`config.mk`:
```
export PLATFORM = sky130hd
export DESIGN_NAME = ddr3_init_responder
export DESIGN_NICKNAME = d
export VERILOG_FILES = /design/src/rtl/ddr3_init_responder.sv
export SDC_FILE = /design/constraint.sdc
export NUM_CORES = 1
export LEC_CHECK = 0
export ABC_CLOCK_PERIOD_IN_PS = 6900
export CELL_PAD_IN_SITES_DETAIL_PLACEMENT = 1
export CELL_PAD_IN_SITES_GLOBAL_PLACEMENT = 1
export CORE_UTILIZATION = 42
export DETAILED_ROUTE_END_ITERATION = 8
export MAX_ROUTING_LAYER = met4
export PLACE_DENSITY_LB_ADDON = 0.12
export SYNTH_ARGS = -nofsm -noshare
export SYNTH_HDL_FRONTEND = slang
export SYNTH_SLANG_ARGS = --single-unit
```
`constraint.sdc`:
```
create_clock -name ck -period 6.9 [get_ports ck]
set_input_delay 2.07 -clock ck [delete_from_list [all_inputs] [get_ports ck]]
set_output_delay 2.07 -clock ck [all_outputs]
set_load 0.03 [all_outputs]
```
`src/rtl/ddr3_init_responder.sv`:
```
// DRAM-side view of the DDR3 power-up sequence: decodes the command bus at posedge ck,
// checks MR2 -> MR3 -> MR1 -> MR0 -> ZQCL ordering and spacing, latches mode registers.
module ddr3_init_responder #(
  parameter int BA_BITS   = 3,
  parameter int ADDR_BITS = 16,
  parameter int TXPR      = 108,
  parameter int TMRD      = 4,
  parameter int TMOD      = 12,
  parameter int TZQINIT   = 512,
  parameter int CNT_W     = 16
) (
  input  logic                 ck,
  input  logic                 rst_n,
  input  logic                 RESET,
  input  logic                 cke,
  input  logic                 cs_n,
  input  logic                 ras_n,
  input  logic                 cas_n,
  input  logic                 we_n,
  input  logic [BA_BITS-1:0]   ba,
  input  logic [ADDR_BITS-1:0] a,
  input  logic                 odt,
  output logic [ADDR_BITS-1:0] mr0,
  output logic [ADDR_BITS-1:0] mr1,
  output logic [ADDR_BITS-1:0] mr2,
  output logic [ADDR_BITS-1:0] mr3,
  output logic                 init_done,
  output logic                 err,
  output logic [2:0]           err_code,
  output logic [2:0]           state_o
);

  typedef enum logic [2:0] {
    S_RST = 3'd0, S_CKE = 3'd1, S_XPR = 3'd2, S_MR3 = 3'd3,
    S_MR1 = 3'd4, S_MR0 = 3'd5, S_ZQ  = 3'd6, S_ZQW = 3'd7
  } state_t;

  // Counter value on the sampling edge is one less than the edge distance,
  // so each minimum spacing T is met when the counter has reached T-1.
  localparam logic [CNT_W-1:0] LIM_XPR = CNT_W'(TXPR - 1);
  localparam logic [CNT_W-1:0] LIM_MRD = CNT_W'(TMRD - 1);
  localparam logic [CNT_W-1:0] LIM_MOD = CNT_W'(TMOD - 1);
  localparam logic [CNT_W-1:0] LIM_ZQ  = CNT_W'(TZQINIT - 1);

  state_t                 state_q, state_d, nxt;
  logic [CNT_W-1:0]       cnt_q, cnt_d;
  logic [ADDR_BITS-1:0]   mr0_q, mr0_d, mr1_q, mr1_d, mr2_q, mr2_d, mr3_q, mr3_d;
  logic                   init_done_q, init_done_d, err_q, err_d;
  logic [2:0]             code_q, code_d, t_code, sel_code;
  logic                   is_sel, is_mrs, is_zq, is_other;
  logic                   f_cke, f_order, f_zqcs, f_time, f_other, set_done;
  logic [3:0]             wr_mr;
  logic [BA_BITS-1:0]     exp_ba;
  logic [CNT_W-1:0]       lim;
  logic                   odt_unused;

  assign odt_unused = odt;

  // Anything other than a solid 0 on cs_n (including x/z) is a deselect.
  assign is_sel   = (cs_n === 1'b0);
  assign is_mrs   = is_sel && ({ras_n, cas_n, we_n} == 3'b000);
  assign is_zq    = is_sel && ({ras_n, cas_n, we_n} == 3'b110);
  assign is_other = is_sel && ({ras_n, cas_n, we_n} != 3'b111) && !is_mrs && !is_zq;

  always_comb begin
    nxt      = state_q;
    f_order  = 1'b0;
    f_zqcs   = 1'b0;
    f_time   = 1'b0;
    f_other  = 1'b0;
    t_code   = 3'd0;
    set_done = 1'b0;
    wr_mr    = 4'b0000;
    exp_ba   = BA_BITS'(2);
    lim      = LIM_MRD;
    case (state_q)
      S_XPR: begin exp_ba = BA_BITS'(2); lim = LIM_XPR; end
      S_MR3: exp_ba = BA_BITS'(3);
      S_MR1: exp_ba = BA_BITS'(1);
      S_MR0: exp_ba = BA_BITS'(0);
      default: ;
    endcase
    case (state_q)
      S_RST: nxt = S_CKE;
      S_CKE: begin
        if (is_mrs || is_zq || is_other) f_other = 1'b1;
        else if (cke) nxt = S_XPR;
      end
      S_XPR, S_MR3, S_MR1, S_MR0: begin
        if (is_zq) f_order = 1'b1;
        else if (is_mrs) begin
          if (ba != exp_ba) f_order = 1'b1;
          else if (cnt_q < lim) begin
            f_time = 1'b1;
            t_code = (state_q == S_XPR) ? 3'd2 : 3'd3;
          end else begin
            case (state_q)
              S_XPR:   begin nxt = S_MR3; wr_mr[2] = 1'b1; end
              S_MR3:   begin nxt = S_MR1; wr_mr[3] = 1'b1; end
              S_MR1:   begin nxt = S_MR0; wr_mr[1] = 1'b1; end
              default: begin nxt = S_ZQ;  wr_mr[0] = 1'b1; end
            endcase
          end
        end
      end
      S_ZQ: begin
        if (is_mrs) f_order = 1'b1;
        else if (is_zq) begin
          if (!a[10]) f_zqcs = 1'b1;
          else if (cnt_q < LIM_MOD) begin f_time = 1'b1; t_code = 3'd4; end
          else nxt = S_ZQW;
        end
      end
      default: begin
        // Once ready, normal traffic is allowed and no longer policed.
        if (!init_done_q) begin
          if (is_mrs || is_zq || is_other) begin f_time = 1'b1; t_code = 3'd4; end
          else if (cnt_q == LIM_ZQ) set_done = 1'b1;
        end
      end
    endcase
    if (!init_done_q && is_other) f_other = 1'b1;
  end

  assign f_cke = (state_q != S_RST) && (state_q != S_CKE) && !init_done_q && !cke;

  always_comb begin
    sel_code = 3'd5;
    if (f_cke)        sel_code = 3'd7;
    else if (f_order) sel_code = 3'd1;
    else if (f_zqcs)  sel_code = 3'd6;
    else if (f_time)  sel_code = t_code;
  end

  always_comb begin
    state_d     = state_q;
    cnt_d       = (&cnt_q) ? cnt_q : cnt_q + 1'b1;
    mr0_d       = mr0_q;
    mr1_d       = mr1_q;
    mr2_d       = mr2_q;
    mr3_d       = mr3_q;
    init_done_d = init_done_q;
    err_d       = err_q;
    code_d      = code_q;
    if (!RESET) begin
      state_d     = S_RST;
      mr0_d       = '0;
      mr1_d       = '0;
      mr2_d       = '0;
      mr3_d       = '0;
      init_done_d = 1'b0;
    end else if (err_q) begin
      cnt_d = cnt_q;
    end else if (f_cke || f_order || f_zqcs || f_time || f_other) begin
      err_d  = 1'b1;
      code_d = sel_code;
      cnt_d  = cnt_q;
    end else begin
      state_d = nxt;
      if (wr_mr[0]) mr0_d = a;
      if (wr_mr[1]) mr1_d = a;
      if (wr_mr[2]) mr2_d = a;
      if (wr_mr[3]) mr3_d = a;
      if (set_done) init_done_d = 1'b1;
    end
    // Every accepted MRS/ZQCL is also a state change, so this covers both clears.
    if (state_d != state_q) cnt_d = '0;
  end

  always_ff @(posedge ck or negedge rst_n) begin
    if (!rst_n) begin
      state_q     <= S_RST;
      cnt_q       <= '0;
      mr0_q       <= '0;
      mr1_q       <= '0;
      mr2_q       <= '0;
      mr3_q       <= '0;
      init_done_q <= 1'b0;
      err_q       <= 1'b0;
      code_q      <= 3'd0;
    end else begin
      state_q     <= state_d;
      cnt_q       <= cnt_d;
      mr0_q       <= mr0_d;
      mr1_q       <= mr1_d;
      mr2_q       <= mr2_d;
      mr3_q       <= mr3_d;
      init_done_q <= init_done_d;
      err_q       <= err_d;
      code_q      <= code_d;
    end
  end

  assign mr0       = mr0_q;
  assign mr1       = mr1_q;
  assign mr2       = mr2_q;
  assign mr3       = mr3_q;
  assign init_done = init_done_q;
  assign err       = err_q;
  assign err_code  = code_q;
  assign state_o   = state_q;

endmodule

```
# After elaboration in Yosys (flattened, before gate mapping)
# Index checks and enable logic that the tools add are counted.
# W data, S select, Z words.
totals:
  word_cells: 164
  regBits: 88
  in_bits: 28
classes:
  eq_ne: 22
  n_bitwise: 1
  muxes: 95
  addsub: 1
  n_lt_le_gt_ge: 2
  n_reduce_logical: 34
ops:
  columns: ["cell", "count"]
  rows:
  - ["$mux W16", 21]
  - ["$mux W3", 23]
  - ["$mux W1", 35]
  - ["$mux W4", 5]
  - ["$pmux W3 S3", 2]
  - ["$reduce_and A3 Y1", 6]
  - ["$add A16 B1 Y16 const B", 1]
  - ["$eq A16 B9 Y1 const B", 1]
  - ["$lt A16 B16 Y1", 1]
  - ["$lt A16 B4 Y1 const B", 1]
  - ["$reduce_and A16 Y1", 1]
  - ["$eq A3 B3 Y1 const B", 4]
  - ["$pmux W3 S4", 1]
  - ["$ne A2 B1 Y1 const B", 5]
  - ["$logic_and A1 B1 Y1", 9]
  - ["$mux W2", 4]
  - ["$mux W7", 1]
  - ["$reduce_or A7 Y1", 1]
  - ["$eq A3 B2 Y1 const B", 2]
  - ["$logic_not A3 Y1", 2]
  - ["$logic_or A1 B1 Y1", 6]
  - ["$ne A3 B2 Y1 const B", 2]
  - ["$ne A3 B3 Y1", 2]
  - ["$pmux W2 S3", 1]
  - ["14 further kinds", 18]

# Logic depth before layout (Yosys ltp)
logic_depth:
  depth_word: 17
  depth_mapped: 13
  ltp_nobuf: 10

# Worst setup path after synthesis
# No wires, ideal clock.
synth_path:
  kind: "input to register"
  start: "input port cs_n"
  end: "register cnt_q[14]"
  path_slack_ns: 2.704
  stages: 10
  arrival_ns: 4.062
  path_buffers: 3
  cell_sequence: "or4_1 -> clkbuf_1 -> nor4_1 -> o31ai_1 -> or4_1 -> buf_4 -> o21a_1 -> o31ai_4 -> buf_4 -> a21oi_1"
synth_via:
  elab_chain_len: 17
  elab_cells_between_ends: 45
  cone_classes: "eq/ne (4); mux (26); reduce/logical (15)"
synth_lines:
  columns: ["element", "line_no", "source"]
  rows:
  - ["start, declared", "16", "input logic cs_n,"]
  - ["$eqx A1 B1 Y1 *", "60", "assign is_sel = (cs_n === 1'b0);"]
  - ["$logic_and A1 B1 Y1", "61", "assign is_mrs = is_sel && ({ras_n, cas_n, we_n} == 3'b000);"]
  - ["$logic_not A1 Y1", "63", "assign is_other = is_sel && ({ras_n, cas_n, we_n} != 3'b111) && !is_mrs && !is_zq;"]
  - ["$logic_and A1 B1 Y1 (2 in series)", "63", null]
  - ["$logic_or A1 B1 Y1", "86, 117", null]
  - ["$mux W1", "86, 117", null]
  - ["$mux W1", "116", "if (!init_done_q) begin"]
  - ["$pmux W1 S3", "83", "case (state_q)"]
  - ["$logic_or A1 B1 Y1 (2 in series)", "154", "end else if (f_cke || f_order || f_zqcs || f_time || f_other) begin"]
  - ["$mux W3", "154", null]
  - ["$mux W3", "152", "end else if (err_q) begin"]
  - ["$mux W3", "145", "if (!RESET) begin"]
  - ["$ne A3 B3 Y1", "167", "if (state_d != state_q) cnt_d = '0;"]
  - ["$ne A3 B2 Y1 (no source line)", null, null]
  - ["$reduce_and A2 Y1 (no source line)", null, null]
  - ["end signal, assigned", "183", "cnt_q <= cnt_d;"]
  - ["end, declared", "46", "logic [CNT_W-1:0] cnt_q, cnt_d;"]
# Every way passes the cells marked *; elsewhere a longest branch is shown, timed or not.
# A chain may end at the register's enable or synchronous reset.

# Worst setup path in the final report
layout_path:
  start: "input port ba[0]"
  end: "register mr2_q[2] (netlist: mr2[2])"
layout_via:
  elab_chain_len: 11
  elab_cells_between_ends: 20
  cone_classes: "eq/ne (3); mux (12); reduce/logical (5)"
layout_lines:
  columns: ["element", "line_no", "source"]
  rows:
  - ["start, declared", "20", "input logic [BA_BITS-1:0] ba,"]
  - ["$ne A3 B3 Y1 *", "92", "if (ba != exp_ba) f_order = 1'b1;"]
  - ["$mux W1", "92", null]
  - ["$mux W1", "91", "else if (is_mrs) begin"]
  - ["$mux W1", "90", "if (is_zq) f_order = 1'b1;"]
  - ["$pmux W1 S2", "83", null]
  - ["$logic_or A1 B1 Y1 (4 in series)", "154", null]
  - ["$ne A2 B2 Y1 (no source line)", null, null]
  - ["$reduce_and A3 Y1 (no source line) *", null, null]
  - ["end signal, assigned", "186", "mr2_q <= mr2_d;"]
  - ["end, declared", "47", "logic [ADDR_BITS-1:0] mr0_q, mr0_d, mr1_q, mr1_d, mr2_q, mr2_d, mr3_q, mr3_d;"]
# Marked as above.

==> results.sh <==
export IMPL_io_pins=100
export IMPL_gr_usage_all_layers=0.239
export IMPL_ys_ff_latch=88
export IMPL_grt_overflow=0
export IMPL_clock_latency_ns=0.36
export IMPL_fp_coreArea_um2=10400
export IMPL_synth_async_reset_ratio=1.00
export IMPL_grt_util_met1=0.308
export IMPL_synth_area_leader_cell="dfrtp_1"
export IMPL_p_leak_nw=2.72
export IMPL_synth_commonest_cells="dfrtp_1, mux2i_1, nor2_1"
export IMPL_fin_crit_sh=0.704
export IMPL_postCtsSetupRepairBufs=0
export IMPL_outcome="completed"
export IMPL_critPathCaptureType="register"
export IMPL_layoutNonFillerInstCount=667
export IMPL_synth_edff_count=0
export IMPL_crit_chain="clkdlybuf4s50_1 > nor4b_1 > o21ai_1 > a31o_2 > o21ai_2 > nand3_2 > nor3_4 > mux2i_1"
export IMPL_r2r_end="mr2[2]"
export IMPL_synth_top_cell_area_share=0.488
export IMPL_rsz0062_at_grt="false"
export IMPL_comb_power_share=0.135
export IMPL_clockBufferDepth=2
export IMPL_timing_setup_tns_ns=0
export IMPL_synth_distinct_cells=51
export IMPL_drt_iter0_drc=189
export IMPL_finish_utilization=0.554
export IMPL_r2r_start="state_o[1]"
export IMPL_cts_htree_levels=3
export IMPL_hold_viol=0
export IMPL_cts_root_buf="clkbuf_8"
export IMPL_use_met3=0.0359
export IMPL_cpPeakStageDelay_ns=0.95
export IMPL_path_delay_family="simple AND/OR/NAND/NOR gates"
export IMPL_via_count=3700
export IMPL_holdCritStartpoint="err_code[1]"
export IMPL_synth_most_common_cell="dfrtp_1"
export IMPL_drc=0
export IMPL_min_to="err_code[1]"
export IMPL_fmaxAchievable_mhz=206
export IMPL_finClkSkew_ns=0.00823
export IMPL_rows=37
export IMPL_cp_data_required_time_ns=7.17
export IMPL_post_cts_resized=0
export IMPL_hold_depth=1
export IMPL_syn_num_nets=472
export IMPL_cts_hold_buf=0
export IMPL_grt_pass1_wl_um=20200
export IMPL_clock_sinks=88
export IMPL_cp_num_buf_inv=1
export IMPL_antenna_found_initial=0
export IMPL_path_depth=8
export IMPL_drtPass1Iterations=4
export IMPL_critical_path_arrival_ns=5.13
export IMPL_grt_pass1_vias=3799
export IMPL_report_final_setup_viol=0
export IMPL_finalWirelength_um=12100
export IMPL_synth_area_leaders="dfrtp_1, mux2i_1, nor2_1, nand2_1, or4_1"
export IMPL_gp_congestion=0.863
export IMPL_die_area_um2=11200
export IMPL_wl_per_cell_um=18.2
export IMPL_viasPerCell=5.55
export IMPL_seq_area_frac_synth=0.488
export IMPL_hpwl_um=8290
export IMPL_numPortBuffers=98
export IMPL_r2r_slack_ns=2.87
export IMPL_postRouteAntennaNets=0
export IMPL_die_y_um=106
export IMPL_top_usage_layer="met2"
export IMPL_cp_max_fo=16
export IMPL_p_sw_frac=0.292
export IMPL_die_x_um=106
export IMPL_placed_cells=651
export IMPL_critPathLaunchType="primary input"
export IMPL_intPower_mw=0.772
export IMPL_crit_path_start="ba[0]"
export IMPL_synth_warnings=0
export IMPL_syn_avg_cell_area_um2=10.3
export IMPL_clkTransAtPathRegs_ns=0.09
export IMPL_syn_to_final_growth_pct=27.3
export IMPL_nFillCells=1162
export IMPL_synthFlopType="dfrtp_1"
export IMPL_worst_pin_slew_ns=1.09
export IMPL_finalMaxSlewViolations=0
export IMPL_p_sw_mw=0.319
export IMPL_nets=558
export IMPL_seqPwrFrac=0.521
export IMPL_syn_inst=440
export IMPL_p_total_mw=1.09
export IMPL_cellPowerDensity_nw_per_um2=190
export IMPL_grt_util_met2=0.382
export IMPL_p_clk_frac=0.344
export IMPL_tritoncts="done"
export IMPL_worstSetupPathType="in -> reg"
export IMPL_grt_max_degree=49
export IMPL_relSlewSlack=0.270
export IMPL_slowest_stage="nor3_4"
export IMPL_n_antenna_cell=0
export IMPL_reg2reg_depth=10
export IMPL_maxCapViolCount=0
export IMPL_layout_min_cycle_time_ns=4.86
export IMPL_synth_cell_area_um2=4510
export IMPL_numCtsBuffers=9
export IMPL_hold_ws_ns=0.514
export IMPL_drive_above_1_share=0.0697
export IMPL_hp_class="reg -> reg"
export IMPL_ir_drop_mv=0.111
export IMPL_initial_core_util=0.435
-- worst reg2reg max path, cell delays in order, from the launching register on --
cell and delay, ns:
dfrtp_1 0.59, inv_1 0.16, or3_1 0.51, ha_1 0.33, o21ai_0 0.07, a21oi_1 0.22
nor3_1 0.15, o21ai_2 0.35, nand3_2 0.29, nor3_4 0.95, mux2i_1 0.31
-- worst max-delay path by stage --
stage / end
after floorplan: cnt_q[14]
after detailed placement: mr2[2]
after CTS: mr2[2]
after global routing: mr2[2]
after global placement: mr2[1]
final: mr2[2]
-- area by class of cell --
type	instances	area (um^2)	share of cell area
Timing Repair Buffer	103	1020	0.177
Sequential cell	88	2200	0.384
Tap cell	136	170	0.0296
Multi-Input combinational cell	319	2130	0.371
Clock inverter	6	65.1	0.0113
Inverter	5	18.8	0.00327
Clock buffer	10	138	0.0240
-- cell families after synthesis --
family	count (synthesis)	synth area share
flip-flops	88	0.488
adder cells (fa/ha/maj)	4	0.0111
XOR/XNOR	1	0.00361
AO/OA/AOI/OAI	63	0.0987
multiplexers	68	0.151
buffers and inverters	33	0.0394
AND/OR/NAND/NOR	183	0.208
-- state kept, by name, summed over array words and instances, names as in the netlist --
name       count
cnt_q         16
mr0           16
mr1           16
mr2           16
mr3           16
err_code       3
state_o        3
err            1
init_done      1
-- stage by stage --
stage          setup slack [ns]  cell area (um^2)
4_1_cts                    2.01              5740
6_report                   2.04              5740
3_5_place_dp               1.68              5540
5_1_grt                    1.73              5740
2_1_floorplan              2.70              4510
3_3_place_gp               1.77              5540
-- cell usage in the layout (no fill, tap or decap), drive strengths merged, types with 2 or more instances in the layout --
| master | count |
|---|---|
| o21a | 3 |
| o31ai | 15 |
| buf | 6 |
| a31oi | 2 |
| or3 | 4 |
| o22ai | 2 |
| or4 | 17 |
| inv | 6 |
| ha | 4 |
| nor2 | 61 |
| o21ai | 11 |
| nand2 | 42 |
| dfrtp | 88 |
| nor2b | 3 |
| nand3b | 2 |
| clkdlybuf4s50 | 97 |
| mux2i | 66 |
| clkbuf | 10 |
| or3b | 3 |
| clkinv | 3 |
| nand4 | 3 |
| o41ai | 2 |
| nor3b | 2 |
| nor4 | 5 |
| a21oi | 22 |
| and3 | 6 |
| nand3 | 18 |
| nor3 | 12 |
| mux2 | 2 |
-- per-layer routing --
layer	wire (um)	part of all wire
met3	478	0.039
met5	0	0
met4	231	0.019
met2	5930	0.49
met1	5510	0.45
-- power groups by stage --
stage	registers [mW]	logic, mW	clock network, mW
finish	0.568	0.147	0.376
global route	0.572	0.165	0.404
CTS	0.567	0.149	0.387
detailed placement	0.576	0.146	0
global placement	0.574	0.139	0
floorplan	0.568	0.0884	0
Power figures use the tool's default switching activity.
